**src/rtl/coop_pkt_rx.sv**
```systemverilog
// Packet receiver: SYNC_BYTE, PAYLOAD_BYTES payload bytes, then an XOR checksum byte.
// Drains the UART RX FIFO every cycle and abandons packets on inter-byte timeout.
module coop_pkt_rx #(
    parameter int          PAYLOAD_BYTES  = 3,
    parameter logic [7:0]  SYNC_BYTE      = 8'hAA,
    parameter int          TIMEOUT_CYCLES = 100000
) (
    input  logic                       clk,
    input  logic                       rst_n,
    input  logic [7:0]                 rx_data,
    input  logic                       rx_empty,
    output logic                       rx_rd,
    output logic [8*PAYLOAD_BYTES-1:0] payload,
    output logic                       pkt_valid,
    output logic                       chk_err,
    output logic                       timeout_err,
    output logic [15:0]                pkt_cnt,
    output logic [15:0]                err_cnt
);

    typedef enum logic [1:0] {
        WAIT_SYNC,
        READ_PAYLOAD,
        READ_CHK
    } state_t;

    localparam int          W        = 8 * PAYLOAD_BYTES;
    localparam logic [3:0]  LAST_IDX = 4'(PAYLOAD_BYTES - 1);
    localparam logic [23:0] IDLE_MAX = 24'(TIMEOUT_CYCLES - 1);

    state_t        state;
    logic [3:0]    idx;
    logic [7:0]    chk;
    logic [23:0]   idle;
    logic [W-1:0]  shadow;
    logic          pop;

    assign pop   = ~rx_empty;
    assign rx_rd = rst_n & ~rx_empty;

    always_ff @(posedge clk or negedge rst_n) begin
        if (!rst_n) begin
            state       <= WAIT_SYNC;
            idx         <= '0;
            chk         <= '0;
            idle        <= '0;
            shadow      <= '0;
            payload     <= '0;
            pkt_valid   <= 1'b0;
            chk_err     <= 1'b0;
            timeout_err <= 1'b0;
            pkt_cnt     <= '0;
            err_cnt     <= '0;
        end else begin
            pkt_valid   <= 1'b0;
            chk_err     <= 1'b0;
            timeout_err <= 1'b0;
            case (state)
                WAIT_SYNC: begin
                    if (pop && rx_data == SYNC_BYTE) begin
                        state <= READ_PAYLOAD;
                        idx   <= '0;
                        chk   <= '0;
                        idle  <= '0;
                    end
                end
                READ_PAYLOAD, READ_CHK: begin
                    // A byte present on the would-be timeout cycle takes priority.
                    if (pop) begin
                        idle <= '0;
                        if (state == READ_PAYLOAD) begin
                            for (int unsigned i = 0; i < PAYLOAD_BYTES; i++) begin
                                if (idx == 4'(i)) shadow[i*8 +: 8] <= rx_data;
                            end
                            chk <= chk ^ rx_data;
                            idx <= idx + 4'd1;
                            if (idx == LAST_IDX) state <= READ_CHK;
                        end else begin
                            if (rx_data == chk) begin
                                payload   <= shadow;
                                pkt_valid <= 1'b1;
                                pkt_cnt   <= pkt_cnt + 16'd1;
                            end else begin
                                chk_err <= 1'b1;
                                err_cnt <= err_cnt + 16'd1;
                            end
                            state <= WAIT_SYNC;
                        end
                    end else if (idle == IDLE_MAX) begin
                        state       <= WAIT_SYNC;
                        shadow      <= '0;
                        idle        <= '0;
                        timeout_err <= 1'b1;
                        err_cnt     <= err_cnt + 16'd1;
                    end else begin
                        idle <= idle + 24'd1;
                    end
                end
                default: state <= WAIT_SYNC;
            endcase
        end
    end

endmodule

```
**config.mk**
```make
export PLATFORM = sky130hd
export DESIGN_NAME = coop_pkt_rx
export DESIGN_NICKNAME = d
export VERILOG_FILES = /design/src/rtl/coop_pkt_rx.sv
export SDC_FILE = /design/constraint.sdc
export NUM_CORES = 1
export LEC_CHECK = 0
export CAP_MARGIN = 5
export CELL_PAD_IN_SITES_DETAIL_PLACEMENT = 1
export CELL_PAD_IN_SITES_GLOBAL_PLACEMENT = 1
export CORE_MARGIN = 3
export CORE_UTILIZATION = 33
export DETAILED_ROUTE_END_ITERATION = 6
export PLACE_DENSITY_LB_ADDON = 0.1
export SKIP_LAST_GASP = 1
export SLEW_MARGIN = 20
export SYNTH_ARGS = -nofsm -noshare
export SYNTH_HDL_FRONTEND = slang
export SYNTH_SLANG_ARGS = --single-unit
```
**constraint.sdc**
```tcl
create_clock -name clk -period 4.6 [get_ports clk]
set_input_delay 0.46 -clock clk [delete_from_list [all_inputs] [get_ports clk]]
set_output_delay 0.46 -clock clk [all_outputs]
set_load 0.03 [all_outputs]
```
==> Yosys cells after proc, flatten, opt, wreduce, memory -nomap -nowiden <==
Cells that the tools add are included.
{ "word_totals": {"regBits": 121, "input_bits": 11, "output_inout_bits": 60, "wordCells": 92} }
{ "op_classes": {"addsub": 4, "eq_ne": 15, "muxes": 39, "bitwise": 4, "n_reduce_logical": 17} }
{ "op_table": {"columns": ["cell", "n"], "rows": [
  ["$mux W24", 6],
  ["$mux W16", 4],
  ["$mux W8", 6],
  ["$pmux W24 S2", 1],
  ["$add A16 B1 Y16 const B", 2],
  ["$add A24 B1 Y24 const B", 1],
  ["$eq A24 B17 Y1 const B", 1],
  ["$reduce_and A4 Y1", 6],
  ["$pmux W8 S2", 1],
  ["$mux W4", 3],
  ["$mux W1", 11],
  ["$mux W2", 5],
  ["$ne A2 B2 Y1 const B", 5],
  ["$reduce_bool A2 Y1", 5],
  ["$eq A8 B8 Y1", 1],
  ["$eq A8 B8 Y1 const B", 1],
  ["$pmux W4 S2", 1],
  ["$xor A8 B8 Y8", 1],
  ["$add A4 B1 Y4 const B", 1],
  ["$eq A4 B1 Y1 const B", 1],
  ["$eq A4 B2 Y1 const B", 1],
  ["$logic_not A4 Y1", 1],
  ["$ne A4 B4 Y1 const B", 1],
  ["$pmux W2 S2", 1],
  ["11 further kinds", 12]
]} }

==> Logic depth before layout (Yosys ltp) <==
Gate-level depths: netlist of the first run.
{ "depth": {"ltp_word": 5, "mapped_depth": 9, "depth_no_buf": 7} }

==> Least setup slack after synthesis of the first run <==
OpenSTA, ideal clock, no wires.
{ "synth_path": {"path_type": "register -> register", "startpoint": "register state[0]", "endpoint": "register payload[10]", "setup_ps": 125, "t_arrival_ps": 2370, "required_time_ps": 4475, "slack_ps": 2105, "path_stages_with_launch": 9, "n_path_buf": 2, "synth_period_minus_slack_ps": 2495, "cell_sequence": "dfrtp_1 > inv_1 > ha_1 > or3b_2 > nor3_1 > and3_1 > clkbuf_1 > buf_2 > mux2_2"} }
{ "synth_via": {"elab_chain_cells": 3, "elab_cells_between_ends": 5, "classes_between": "2 x eq/ne; 1 x bitwise; 2 x reduce/logical"} }
{ "synth_lines": {"columns": ["element", "line_no", "source"], "rows": [
  ["from (decl)", "31", "state_t state;"],
  ["from (signal assigned)", "43", "state <= WAIT_SYNC;"],
  ["from (signal assigned)", "61", "state <= READ_PAYLOAD;"],
  ["from (signal assigned)", "77", "if (idx == LAST_IDX) state <= READ_CHK;"],
  ["$eq A2 B1 Y1 / $eq A2 B2 Y1 (equally long branches)", "58, 71", null],
  ["$reduce_or A2 Y1 / $not A1 Y1 (equally long branches)", null, null],
  ["$reduce_and A4 Y1 (no line) *", null, null],
  ["to (signal assigned)", "80", "payload <= shadow;"],
  ["to (decl)", "13", "output logic [8*PAYLOAD_BYTES-1:0] payload,"]
]} }
Mark *: on every way between the ends. The rest lies on a longest branch, timed or not.
A chain may end at the register's enable or synchronous reset.

==> Final worst setup path of the first run <==
{ "layout_path": {"startpoint": "input port rx_data[6]", "endpoint": "register idle[14]"} }
{ "layout_via": {"elab_chain_cells": 4} }
{ "layout_lines": {"columns": ["element", "line_no", "source"], "rows": [
  ["from (decl)", "10", "input logic [7:0] rx_data,"],
  ["$eq A8 B8 Y1", "60", "if (pop && rx_data == SYNC_BYTE) begin"],
  ["$logic_and A1 B1 Y1", "60", null],
  ["$ne A2 B2 Y1 (no line)", null, null],
  ["$reduce_and A2 Y1 (no line)", null, null],
  ["to (signal assigned)", "96", "idle <= idle + 24'd1;"],
  ["to (decl)", "34", "logic [23:0] idle;"]
]} }
Every way passes these cells.

==> out/results.txt, run 1 <==
The async set or reset register ratio after synthesis came out at 100%. The worst setup path is launched from a primary input. The library cell with the largest summed area after synthesis was sky130_fd_sc_hd__dfrtp_1.

Summing all flip-flop and latch instances after layout gives 0.00303 mm2. The max-slew violation total from the final report came out at 0. Setup repair after global routing left no endpoint under its margin. The critical path data required time was 4920 ps. The run gives 0 as the leftover overflow at the end of global routing.

TritonCTS built the clock tree. The logs give 15100 um for the overall routed net length and 4462 for the via count. In this run, CTS created clock tree buffers numbering 17. The run gives 0 as the number of max-cap violations.

The run gives 640 as the number of nets in the layout. Entering global routing, the biggest net connects 63 pins. By startpoint and endpoint, the worst setup path is classified as primary input to flop.

On the critical path, the stage with the largest delay is an instance of sky130_fd_sc_hd__o32a_1. The initial antenna violation count was 0. The tools report the critical register-to-register path startpoint as state[1].

The worst ir drop on vdd came out at 0.000262 V. The register bit count reported by yosys works out to 121. Dividing the detail-routed wire length by the instance count gives 17.6 um. For this run, the leading register cell type out of synthesis is sky130_fd_sc_hd__dfrtp_1. Counting every instance in the synthesized netlist gives 542.

The endpoint type of the worst setup path was a flop. The arrival time of data at the critical path endpoint is 3450 ps, and the setup violation total in the final timing report is 0. Critical path startpoint: rx_data[6].

The clock reaches the later pin of the worst-skew pair after 420 ps. The tools report the number of buffers between clock root and the deepest sink as 2. Of the cells placed in the final design, the portion with a size suffix greater than 1 is 16.3%. The path class of the tightest hold or removal check is flop to flop. The tools report the initial cell density of the core as 33.9%. The root buffer cell was sky130_fd_sc_hd__clkbuf_16. The routed length on met1 came out at 7030 um. The leakage power summed over all cells was 3.30 nW; the area share of the leading cell type in the synthesized netlist was 51.4%. The startpoint identified for the worst hold timing path is pkt_cnt[15]. For this run, the total global-route usage over all layers was measured as 16.0%. The number of detailed-route iterations in the first pass was 4. The H-tree was split into 4 levels. The floorplan has 48 rows.

Buffers placed on the I/O ports in this run total 70. The number of nets produced by synthesis came out at 563. Ranked by instance count, the synthesized netlist is headed by sky130_fd_sc_hd__dfrtp_1 (121), sky130_fd_sc_hd__mux2_2 (50), sky130_fd_sc_hd__nand2_1 (39). In this run the horizontal extent of the chip is 140 um. The tools report the area of the mapped netlist as 0.00590 mm2. In this run the count of I/O pins placed on the die edge is 71. The tools report the DRC violation total after the first TritonRoute iteration as 143. The logs give 1 for the count of hold buffers inserted by post-cts repair and 51.4% for the proportion of synthesized chip area in sequential cells.

Post-CTS repair changed the size of 0 cells. The run finished with clean final reports. The run gives 0 as the setup fix buffers added after clock tree synthesis. The total power divided by cell area was 474 mW/mm2; the post-synthesis average cell area was 10.9 um2.

The y dimension of the die was 140 um. For the area of the core, the log shows 0.0174 mm2. The routability-driven placement congestion ratio is 0.778, and the detailed placement HPWL is 10600 um. The filler cells instantiated in the layout total 1904. The share of the clock period used by the worst path is 68.0%. The highest layer touched by signal routing is met4. Prior to clock tree synthesis, the placed netlist has a worst setup slack of 1040 ps.

Final hold analysis gives a worst-case slack of 471 ps. The final hold violation count was 0. The number of enable flip-flop cells after synthesis came out at 0. The critical path goes through clkdlybuf4s50_1, or4b_4, o32a_1, a211o_1, or3_1, o21ai_0.

After layout, the worst setup slack is 1470 ps. Among all cell types in the netlist, the one instantiated most often is sky130_fd_sc_hd__dfrtp_1. The number of buffer and inverter instances along the worst setup path is 1. The detail route stage leaves a number of antenna-violating nets equal to 0. The count of unique library cells instantiated by Yosys is 51. The via density per instance is 5.21. Counting I/O delays and the setup requirement, the final critical path takes 3130 ps. In the routed design, unresolved DRC markers number 0. Derived from the worst setup path, the maximum achievable clock frequency is 320 MHz. Headroom to the max-slew limit came out at 27.3%. The slew at the pin closest to its max-slew limit is 1080 ps.

Summing all multi-input logic gate instances after layout gives 0.00271 mm2. The die covers 0.0195 mm2. Summed over all nets, wire length on met3 after detailed routing comes to 437 um. In the final timing run, aggregate negative setup slack is 0 ps. Relative to the synthesized area, the layout overhead comes to 26.5%.

For the count of synthesis-stage warnings from yosys, the log shows 0. Yosys attributes the largest share of cell area to sky130_fd_sc_hd__dfrtp_1 (51%), sky130_fd_sc_hd__mux2_2 (9.6%), sky130_fd_sc_hd__xor2_1 (4.5%). 0 antenna diodes ended up in the layout. After clock tree synthesis, the clock-pin slew on the worst setup and hold paths is 60 ps. Of all nets on the critical path, the largest fanout is 22. The largest clock skew in the final design is 9.15 ps. The cell family contributing the most delay on the critical path is compound AO/OA/AOI/OAI gates. On the worst path, the slowest cell contributes a delay of 670 ps. Clock tree synthesis found a total of 121 sinks. The run gives 25200 um as the global-route wire length before repair. Via count of the first global-routing pass: 4718.

In the detailed route, the total length drawn on met2 is 7440 um.
## routing by layer
layer / track usage [%] / up-vias
met5: 0 / -
met4: 4.13 / 0
met3: 4.16 / 12
met2: 26.9 / 58
met1: 20.7 / 2283
li1: - / 2109
## cell usage in the layout, fill, tap and decap left out, drive strengths merged, types with 20 or more instances in the layout
cell type	synthesis	routed
a21oi	28	28
clkdlybuf4s50	0	69
dfrtp	121	121
inv	21	29
mux2	50	50
nand2	42	42
nand3	32	32
nor2	27	27
o21ai	20	20
xor2	30	30
## cell type report
type                       count  area share [%]
multi-input combinational    383            36.3
clock buffer                  18            5.89
sequential                   121            40.6
inverter                      21            1.06
tap                          225            3.78
timing repair buffer          75            9.90
clock inverter                14            2.43
## worst reg2reg max path: cells and delay by family, from the launching register on
kind / cells / cell delay, ps
adder cells (fa/ha/maj): 1 / 380
buffers and inverters: 1 / 90
AND/OR/NAND/NOR: 2 / 640
flip-flops: 1 / 410
AO/OA/AOI/OAI: 3 / 1390
## state kept, by name, indices dropped and copies added, names as in the netlist, 2 cells and up
signal / flops
err_cnt: 16
idle: 24
pkt_cnt: 16
shadow: 24
idx: 4
payload: 24
chk: 8
state: 2
## through the flow
step	utilization, %	cells	area (um2)	power [W]
final	42.8	857	7460	0.00353
after detailed placement	39.2	824	6830	0.00216
after global placement	39.2	824	6830	0.00213
after global routing	42.8	857	7460	0.00376
after CTS	42.8	857	7460	0.00359
after floorplan	-	542	5900	0.00188
## cells by family (layout without fill, tap and decap cells)
logic type	Yosys count	in the layout	share of synthesized area, %
AND/OR/NAND/NOR	199	199	18.8
flip-flops	121	121	51.4
multiplexers	50	50	9.55
AO/OA/AOI/OAI	84	84	9.47
XOR/XNOR	40	40	5.94
buffers and inverters	38	128	2.76
adder cells (fa/ha/maj)	10	10	2.12
## where the power goes
group          internal [W]  total [W]  leakage, nW  switching, W
Combinational      0.000291   0.000761         1.36      0.000469
Clock              0.000880    0.00140        0.304      0.000523
Sequential          0.00123    0.00137         1.64      0.000136
Total               0.00241    0.00353         3.30       0.00113
## worst paths after layout
kind	slack (ps)	to	cells after the start
worst max-delay path	1470	idle[14]	6
worst min-delay path	470	pkt_cnt[15]	1
worst max register to register	1600	idle[14]	7
worst min register to register	470	pkt_cnt[15]	1
max in group asynchronous	2480	idle[22]	4
min in group asynchronous	490	pkt_cnt[13]	2
(Power assumes the default switching activity.)
==> inputs of run 2 (changes only) <==
Clock period 4.6 ns to 3 ns, I/O delays scaled along.
==> out/results.txt, run 2 (synthesis results as in run 1) <==
After legalization and detailed placement, the total HPWL measured 10700 um. In this run the register-to-register setup slack is 500 ps. The met1 usage is 20.8%. The count of buffers added on input and output ports is 70. The filler cells instantiated in the layout total 1919. The DRC violation total after the first TritonRoute iteration was 112.

In this run the worst hold path is classified as primary input to async pin. For the number of placed instances with taps included, the log shows 847. The first detailed-routing pass ran for 4 iterations. The max-slew violation total from the final report is 0, and the floorplan row count is 48. Global routing used 27.2% of the available met2 tracks. In the layout the commonest cells are sky130_fd_sc_hd__dfrtp_1 (121), sky130_fd_sc_hd__clkdlybuf4s50_1 (69), sky130_fd_sc_hd__mux2_2 (50), sky130_fd_sc_hd__nand2_1 (39), sky130_fd_sc_hd__nand3_1 (32). For this run, the post-layout net count is 663.

For the leftover overflow at the end of global routing, the log shows 0. The worst setup path is captured at a flop. Final hold violation count: 0. The run gives 33.9% as the initial cell density of the core. The die is 140 um wide. STA classifies the critical path startpoint as a flop. In this run the critical register-to-register path is captured at err_cnt[11]. The number of cells on the worst reg-to-reg path works out to 6. The run finished with clean final reports. The slew at the pin closest to its max-slew limit is 718 ps, and the y dimension of the die is 140 um.

The wire length per cell came out at 17.2 um. The H-tree depth was 4. Summed over all cells, the static leakage comes to 3.40 nW. The layout-stage area growth over the synthesis result came out at 28.9%. At the end of routability-driven placement, the weighted congestion stood at 0.794.

Entering global routing, the biggest net connects 57 pins. The total clock sinks came out at 121. The floorplan step defined a die boundary enclosing 0.0195 mm2.

The clock-pin slew on the worst setup and hold paths is 60 ps, and the via count of the first global-routing pass is 4954. The logs give 8.95 ps for the largest clock skew in the final design and 4509 for the via count. The run gives 0 as the setup violation total in the final timing report. The clock period could shrink to 2500 ps.

The run gives 1 as the initial antenna violation count. The worst setup path is of the flop to flop kind. The area of the core was 0.0174 mm2; the share of the clock period used by the worst path was 83.5%. The largest registers in the layout are idle (24), payload (24), shadow (24).

The multi-input combinational cells in the finished layout cover a total of 0.00271 mm2. For the overall routed net length, the log shows 15100 um. The detail route stage leaves a number of antenna-violating nets equal to 0. The global routing stage identified its most utilized layer as met2. The later pin in the worst-skew pair is clocked with a latency of 410 ps. Pin placement for this block handled 71 I/O pins. For the highest achievable clock rate, the log shows 399 MHz.

Setup repair after global routing left no endpoint under its margin. TritonCTS built the clock tree. The non-filler instance count after layout is 881.

In the final timing run, aggregate negative setup slack is 0 ps. The arrival time of data at the critical path endpoint came out at 2840 ps. The longest clock path from root to sink contains 2 buffers.

For this design the ratio of total power to cell area is 705 mW/mm2. The tools report the root buffer cell as sky130_fd_sc_hd__clkbuf_16. For the sequential cell area in the final layout, the log shows 0.00303 mm2. Global routing used 16.2% of the available tracks. The number of cells upsized or downsized after cts is 0, and the peak fanout along the critical path is 15. In the routed layout, each cell is associated on average with a via count of 5.12.

The tool flagged a number of max-cap violations equal to 0. Leaving out fill and tap cells, the most frequent cell in the layout is sky130_fd_sc_hd__dfrtp_1. For the worst ir drop on vdd, the log shows 0.000409 V. Critical register-to-register path startpoint: idle[14].

At the worst endpoint, the required time is 3330 ps. The run gives 0 as the total DRC errors in the routed layout. The critical path starts at idle[14]. The post-route netlist has 19.1% of its cells at a drive strength greater than 1. The run gives 17 as the total CTS buffers. The first global-routing pass estimated 25600 um of wire.

For this run, global-route usage on met3 was measured as 3.33%. Headroom to the max-slew limit came out at 52.1%.
run 2: cell types whose count changed in the layout (fill, tap and decap cells not counted), sizes merged:
cell,before,now
bufinv,3,1
clkinv,2,8
buf,5,28
diode,0,1
inv,29,25
run 2: how the worst max path moves through the flow:
stage | to | cells past startpoint
after floorplan | payload[10] | 8
after global placement | idle[23] | 6
after detailed placement | idle[21] | 6
after CTS | err_cnt[11] | 6
after global routing | pkt_cnt[15] | 7
final | err_cnt[11] | 6
run 2: what timing repair did:
| action | 4_1_cts | 5_1_grt |
|---|---|---|
| buffers inserted | 0 | 0 |
| hold buffers | 1 | 0 |
| hold endpoints to repair | 17 | 0 |
run 2: layer usage:
metal / vias to the layer above / routed length, um
li1: 2150 / -
met1: 2273 / 7060
met2: 71 / 7390
met3: 15 / 444
met4: 0 / 230
met5: - / 0
run 2: power breakdown:
part           internal [W]  switching (W)
combinational      0.000523       0.000735
clock               0.00118       0.000812
sequential          0.00189       0.000211
run 2: per-stage QoR:
| stage | util, % | power, W | cell area, um2 | hold slack, ps | worst slack [ps] |
|---|---|---|---|---|---|
| 2_1_floorplan | - | 0.00288 | 5900 | 4.41 | 505 |
| 3_3_place_gp | 40.2 | 0.00335 | 7010 | 196 | 146 |
| 3_5_place_dp | 40.2 | 0.00340 | 7010 | 200 | 122 |
| 4_1_cts | 43.6 | 0.00543 | 7600 | 294 | 477 |
| 5_1_grt | 43.6 | 0.00567 | 7600 | 306 | 303 |
| 6_report | 43.6 | 0.00535 | 7600 | 301 | 496 |
run 2: cell type report:
| type | count | share of cell area, % |
|---|---|---|
| antenna | 1 | 0.0329 |
| clock buffer | 18 | 5.78 |
| clock inverter | 14 | 1.84 |
| inverter | 21 | 1.04 |
| multi-input combinational | 383 | 35.6 |
| sequential | 121 | 39.8 |
| tap | 225 | 3.70 |
| timing repair buffer | 98 | 12.2 |
run 2: worst max-delay path: stages (launching register included):
cell and delay (ps):
sky130_fd_sc_hd__dfrtp_1 430, sky130_fd_sc_hd__or4_4 580, sky130_fd_sc_hd__nor4_4 400, sky130_fd_sc_hd__nand4_4 200, sky130_fd_sc_hd__buf_4 250, sky130_fd_sc_hd__a2111oi_4 370
sky130_fd_sc_hd__xor2_1 190
